### src/rtl/bit_reorder_pipe.sv
// bit_reorder_pipe: per-lane bit transform (pass/reverse/rotate/lane-swap)
// followed by a DEPTH-stage valid/ready register pipeline with backpressure.
module bit_reorder_pipe #(
    parameter int W     = 8,
    parameter int LANES = 2,
    parameter int DEPTH = 3
) (
    input  logic                   clock,
    input  logic                   rstn,
    input  logic                   in_valid,
    output logic                   in_ready,
    input  logic [1:0]             in_mode,
    input  logic [$clog2(W)-1:0]   in_rot,
    input  logic [W*LANES-1:0]     in_data,
    output logic                   out_valid,
    input  logic                   out_ready,
    output logic [W*LANES-1:0]     out_data,
    output logic                   busy
);
    localparam int BW = W * LANES;

    logic [BW-1:0]    xf;
    logic [W-1:0]     lane_x, lane_r;
    logic [2*W-1:0]   dbl;
    logic [DEPTH:0]   rdy;
    logic [DEPTH-1:0] v_q, v_d;
    logic [BW-1:0]    d_q [DEPTH];
    logic [BW-1:0]    d_d [DEPTH];

    // Rotation takes the upper half of the lane doubled and shifted left.
    always_comb begin
        xf     = '0;
        lane_x = '0;
        lane_r = '0;
        dbl    = '0;
        for (int k = 0; k < LANES; k++) begin
            lane_x = in_data[k*W +: W];
            dbl    = {lane_x, lane_x} << (int'(in_rot) % W);
            for (int i = 0; i < W; i++)
                lane_r[i] = lane_x[W-1-i];
            xf[k*W +: W] = in_mode == 2'd0 ? lane_x :
                           in_mode == 2'd1 ? lane_r :
                           in_mode == 2'd2 ? dbl[2*W-1 -: W] :
                                             in_data[(LANES-1-k)*W +: W];
        end
    end

    always_comb begin
        rdy[DEPTH] = out_ready;
        for (int s = DEPTH - 1; s >= 0; s--)
            rdy[s] = !v_q[s] | rdy[s+1];
        v_d = v_q;
        d_d = d_q;
        if (rdy[0]) begin
            v_d[0] = in_valid;
            d_d[0] = xf;
        end
        for (int s = 1; s < DEPTH; s++) begin
            if (rdy[s]) begin
                v_d[s] = v_q[s-1];
                d_d[s] = d_q[s-1];
            end
        end
    end

    always_ff @(posedge clock or negedge rstn) begin
        if (!rstn) begin
            v_q <= '0;
            for (int s = 0; s < DEPTH; s++)
                d_q[s] <= '0;
        end else begin
            v_q <= v_d;
            d_q <= d_d;
        end
    end

    assign in_ready  = rdy[0];
    assign out_valid = v_q[DEPTH-1];
    assign out_data  = d_q[DEPTH-1];
    assign busy      = |v_q;
endmodule

### config.mk
export PLATFORM = sky130hd
export DESIGN_NAME = bit_reorder_pipe
export DESIGN_NICKNAME = d
export VERILOG_FILES = /design/src/rtl/bit_reorder_pipe.sv
export SDC_FILE = /design/constraint.sdc
export NUM_CORES = 1
export LEC_CHECK = 0
export ABC_CLOCK_PERIOD_IN_PS = 1700
export BUFFER_PORTS_ARGS = -buffer_cell sky130_fd_sc_hd__buf_2
export CAP_MARGIN = 20
export CORE_UTILIZATION = 53
export CTS_CLUSTER_DIAMETER = 200
export CTS_CLUSTER_SIZE = 8
export DETAILED_ROUTE_END_ITERATION = 7
export PLACE_DENSITY_LB_ADDON = 0.25
export REMOVE_ABC_BUFFERS = 1
export SYNTH_ARGS = -nofsm -noshare
export SYNTH_HDL_FRONTEND = slang
export SYNTH_SLANG_ARGS = --single-unit
### constraint.sdc
create_clock -name clock -period 1.7 [get_ports clock]
set_input_delay 0.34 -clock clock [delete_from_list [all_inputs] [get_ports clock]]
set_output_delay 0.34 -clock clock [all_outputs]
set_load 0.005 [all_outputs]
# [Yosys cells after proc, flatten, opt, wreduce, memory -nomap -nowiden]
# Cells that the tools add are included.
[totals] reg_bits=51 inputBits=25 output_inout_bits=19 elab_cells=24
[classes] eq_ne=2 shifts=2 mux=6 bitwise_logic=3 reduce_logical=5
[ops] op="$mux 8" count=6
[ops] op="$shl 16x3->16" count=2
[ops] op="$logic_not 1->1" count=3
[ops] op="$or 1x1->1" count=3
[ops] op="$reduce_or 3->1" count=1
[ops] op="$eq 2x1->1 const B" count=1
[ops] op="$eq 2x2->1 const B" count=1
[ops] op="$logic_not 2->1" count=1

# [Logic depth before layout (Yosys ltp)]
[depth] depth_word=4 mapped_depth=6 mapped_depth_nobuf=5

# [Least setup slack after synthesis]
# No wires, ideal clock.
[synth_path] path_kind="input port to flip-flop" startpoint="input in_rot[1]" endpoint="register d_q[43] (netlist name)" setup_time_ns=0.132 arrival_time_ns=1.416 required_ns=1.568 path_slack_ns=0.152 path_stages=5 n_path_buf=1 cell_sequence="buf_6 -> mux4_2 -> mux2_2 -> o21ai_1 -> o21ai_1"
[synth_via] elab_chain_len=4
[synth_rtl] item="start: declaration" line="13" rtl="input logic [$clog2(W)-1:0] in_rot,"
[synth_rtl] item="$shl 16x3->16" line="38" rtl="dbl = {lane_x, lane_x} << (int'(in_rot) % W);"
[synth_rtl] item="$mux 8" line="43" rtl="in_mode == 2'd2 ? dbl[2*W-1 -: W] :"
[synth_rtl] item="$mux 8" line="42" rtl="in_mode == 2'd1 ? lane_r :"
[synth_rtl] item="$mux 8" line="41" rtl="xf[k*W +: W] = in_mode == 2'd0 ? lane_x :"
[synth_rtl] item="end signal: indexed assignment" line="70" rtl="d_q[s] <= '0;"
[synth_rtl] item="end signal: assignment" line="73" rtl="d_q <= d_d;"
[synth_rtl] item="end: declaration" line="27" rtl="logic [BW-1:0] d_q [DEPTH];"
# No other way between the ends.
# A chain may end at the register's enable or synchronous reset.

# [Final worst setup path]
[layout_path] startpoint="register v_q[2]" endpoint="output in_ready"
[layout_via] elab_chain_len=4
[layout_rtl] item="start: declaration" line="26" rtl="logic [DEPTH-1:0] v_q, v_d;"
[layout_rtl] item="start signal: assignment" line="72" rtl="v_q <= v_d;"
[layout_rtl] item="$logic_not 1->1" line="51" rtl="rdy[s] = !v_q[s] | rdy[s+1];"
[layout_rtl] item="$or 1x1->1 (3 in series)" line="51"
[layout_rtl] item="end: declaration" line="11" rtl="output logic in_ready,"
# No other way between the ends.

==> results.md <==
- Critical path startpoint category: register
- Tot Pwr: 3.19 mW
- Fin. max-slew vios: 0
- # DRC: 0
- Minimum clock period: 1.64 ns
- Multi-input logic area: 1570 sq um
- Global-route wire length before repair: 10.6 mm
- Routed len/inst: 17.5 um
- Sequential cell area: 1280 sq um
- Period utilization: 96.6%
- GRT Residual Overflow: 0
- Total Nets Final: 322
- Async S/R FF share, synth: 100%
- Worst hold path class: in2async
- Commonest non-fill, non-tap cells in the layout: 51 x dfrtp_1, 43 x buf_2, 39 x mux2_2
- Area grow syn2layout: 11.7%
- Die area: 6160 sq um
- EDFF count, synth: 0
- Root Buffer: clkbuf_8
- Yosys warns: 0
- Fillers: 504
- DRT iter0 DRCs: 88
- Commonest non-fill, non-tap cell in the layout: dfrtp_1
- Final RePlAce weighted congestion: 0.913
- Final setup vio count: 0
- Die width: 78.5 um
- Status: finished clean
- Clk Latency, worst-skew pair: 0.31 ns
- Fmax: 609 MHz
- Setup crit end kind: output port
- Worst path required time: 1.36 ns
- Clock transition at path regs: 0.10 ns
- Worst ir drop on vdd: 0.481 mV
- Port buffer count: 43
- Worst slew margin: 72.6%
- Slew @ Worst Pin: 0.411 ns
- Placed Cells: 360
- IO Pins: 44
- CTS Buf Count: 5
- ANT cells: 0
- Final wirelength: 6.46 mm
- PwrDens: 922 nW/um^2
- Clock Skew: 0.00917 ns
- HPWL after DPL: 4.80 mm
- Vias in the first global route: 2,082
- GRT Util Overall: 22.9%
- Final worst slack: 0.0573 ns
- Final Non-Filler Cells: 370
- Initial antenna violation count: 0
- Fin util: 62.1%
- Core Box Area: 5570 sq um
- Seq cells post-synth: 51
- Cell area after synthesis: 3100 sq um
- Fin. Hold Viols: 0
- Post-route antenna net violation count: 0
- Cells after Synth: 261
- Pre-CTS WS: -0.168 ns
- Seq/Total Area, Yosys: 41.2%
- Max Cap Viol: 0
- DRT Pass-1 Iters: 4
- FP Rows: 27
- Worst Path Arrival: 1.30 ns
- P_leak: 1.51 nW
- Crit path from: v_q[2]
- Largest net degree at the start of global routing: 52
- Unique masters post-synth: 35
- Synthesized area per cell: 11.9 sq um
- Worst r2r src: v_q[2]
- DIE HEIGHT: 78.5 um
- Share of cells above drive strength 1: 41.6%
- Synth Flop Type: dfrtp_1
- CP Class: reg2out
- Clock Sinks: 51
- CP max FO: 14
- Cell depth of the worst flop-to-flop path: 5
- Starting Density: 55.6%
- Vias per Instance: 6.05
- CTS tree: built
- Via count of the routed design: 2,237
- Clock buffer depth: 2
- Htree depth: 2
[worst paths after layout]
kind	to	slack [ns]
max	in_ready	0.06
min	d_q[25]	0.006
max reg2reg	d_q[47]	0.13
min reg2reg	d_q[36]	0.50
max in group asynchronous	d_q[20]	1.47
min in group clock	v_q[0]	0.23
[stage by stage]
step / hold WS, ns / setup TNS, ns / area [sq um]
detailed placement: 0.348 / -0.957 / 3340
CTS: 0.00503 / 0 / 3440
finish: 0.00607 / 0 / 3460
global route: 0.0245 / -0.00614 / 3460
floorplan: 0.0444 / -2.13 / 2860
global placement: 0.349 / -0.753 / 3340
[logic make-up (layout without fill, tap and decap cells)]
kind of cell / count (synthesis) / in the layout / share of synthesized area [%]
buffers and inverters: 39 / 76 / 8.12
muxes: 80 / 80 / 33.6
AOI/OAI and AO/OA: 48 / 48 / 9.73
DFF: 51 / 51 / 41.2
and+or+nand+nor: 43 / 43 / 7.39
[synthesized netlist by cell type, drive strengths merged, types with 2 or more instances]
cell | count | area [sq um]
a221oi | 2 | 17.5
nand2b | 5 | 31.3
nand3 | 3 | 15.0
a221o | 2 | 20.0
a21oi | 17 | 85.1
o21ai | 8 | 40.0
o21a | 2 | 15.0
dfrtp | 51 | 1280
mux2i | 27 | 270
mux2 | 39 | 439
a31oi | 6 | 37.5
nand2 | 7 | 26.3
nor3 | 14 | 70.1
nand4 | 2 | 12.5
buf | 32 | 225
clkbuf | 4 | 15.0
mux4 | 14 | 330
nor3b | 2 | 15.0
nor2 | 5 | 18.8
a211oi | 7 | 52.6
inv | 2 | 7.51
[sequential cells by signal, indices dropped and copies added (netlist names)]
name      count
d_q          32
out_data     16
v_q           3
[power by group]
part / switching (mW) / leakage, nW / internal, mW / total (mW)
Combinational: 0.392 / 0.874 / 0.483 / 0.875
Sequential: 0.125 / 0.594 / 1.48 / 1.60
Clock: 0.421 / 0.0408 / 0.295 / 0.716
Total: 0.938 / 1.51 / 2.25 / 3.19
[layer usage]
layer | track usage [%] | part of all wire (%) | vias to the layer above
met5 | 0 | 0 | -
met1 | 32.0 | 49 | 1120
li1 | - | - | 1045
met3 | 3.72 | 4.2 | 6
met4 | 7.96 | 1.1 | 0
met2 | 36.3 | 46 | 66
[worst max-delay path, cell delays in order, from the launching register on]
cell     delay (ns)
dfrtp_1        0.42
and4b_2        0.24
inv_2          0.07
buf_12         0.14
buf_2          0.12
[area by class of cell]
type / count / area share [%]
multi-input combinational: 171 / 45.4
clock buffer: 5 / 1.99
clock inverter: 3 / 0.687
timing repair buffer: 65 / 12.1
inverter: 3 / 0.325
tap: 72 / 2.60
sequential: 51 / 36.9
[timing repair]
item                                    in CTS  in global routing
buffers inserted                             1                  1
endpoints found under the setup margin       1                  1
pin swaps                                    1                  1
resized for setup                            2                  3
hold buffers                                 0                  0
endpoints found under the hold margin        0                  0
(Power assumes the default switching activity.)
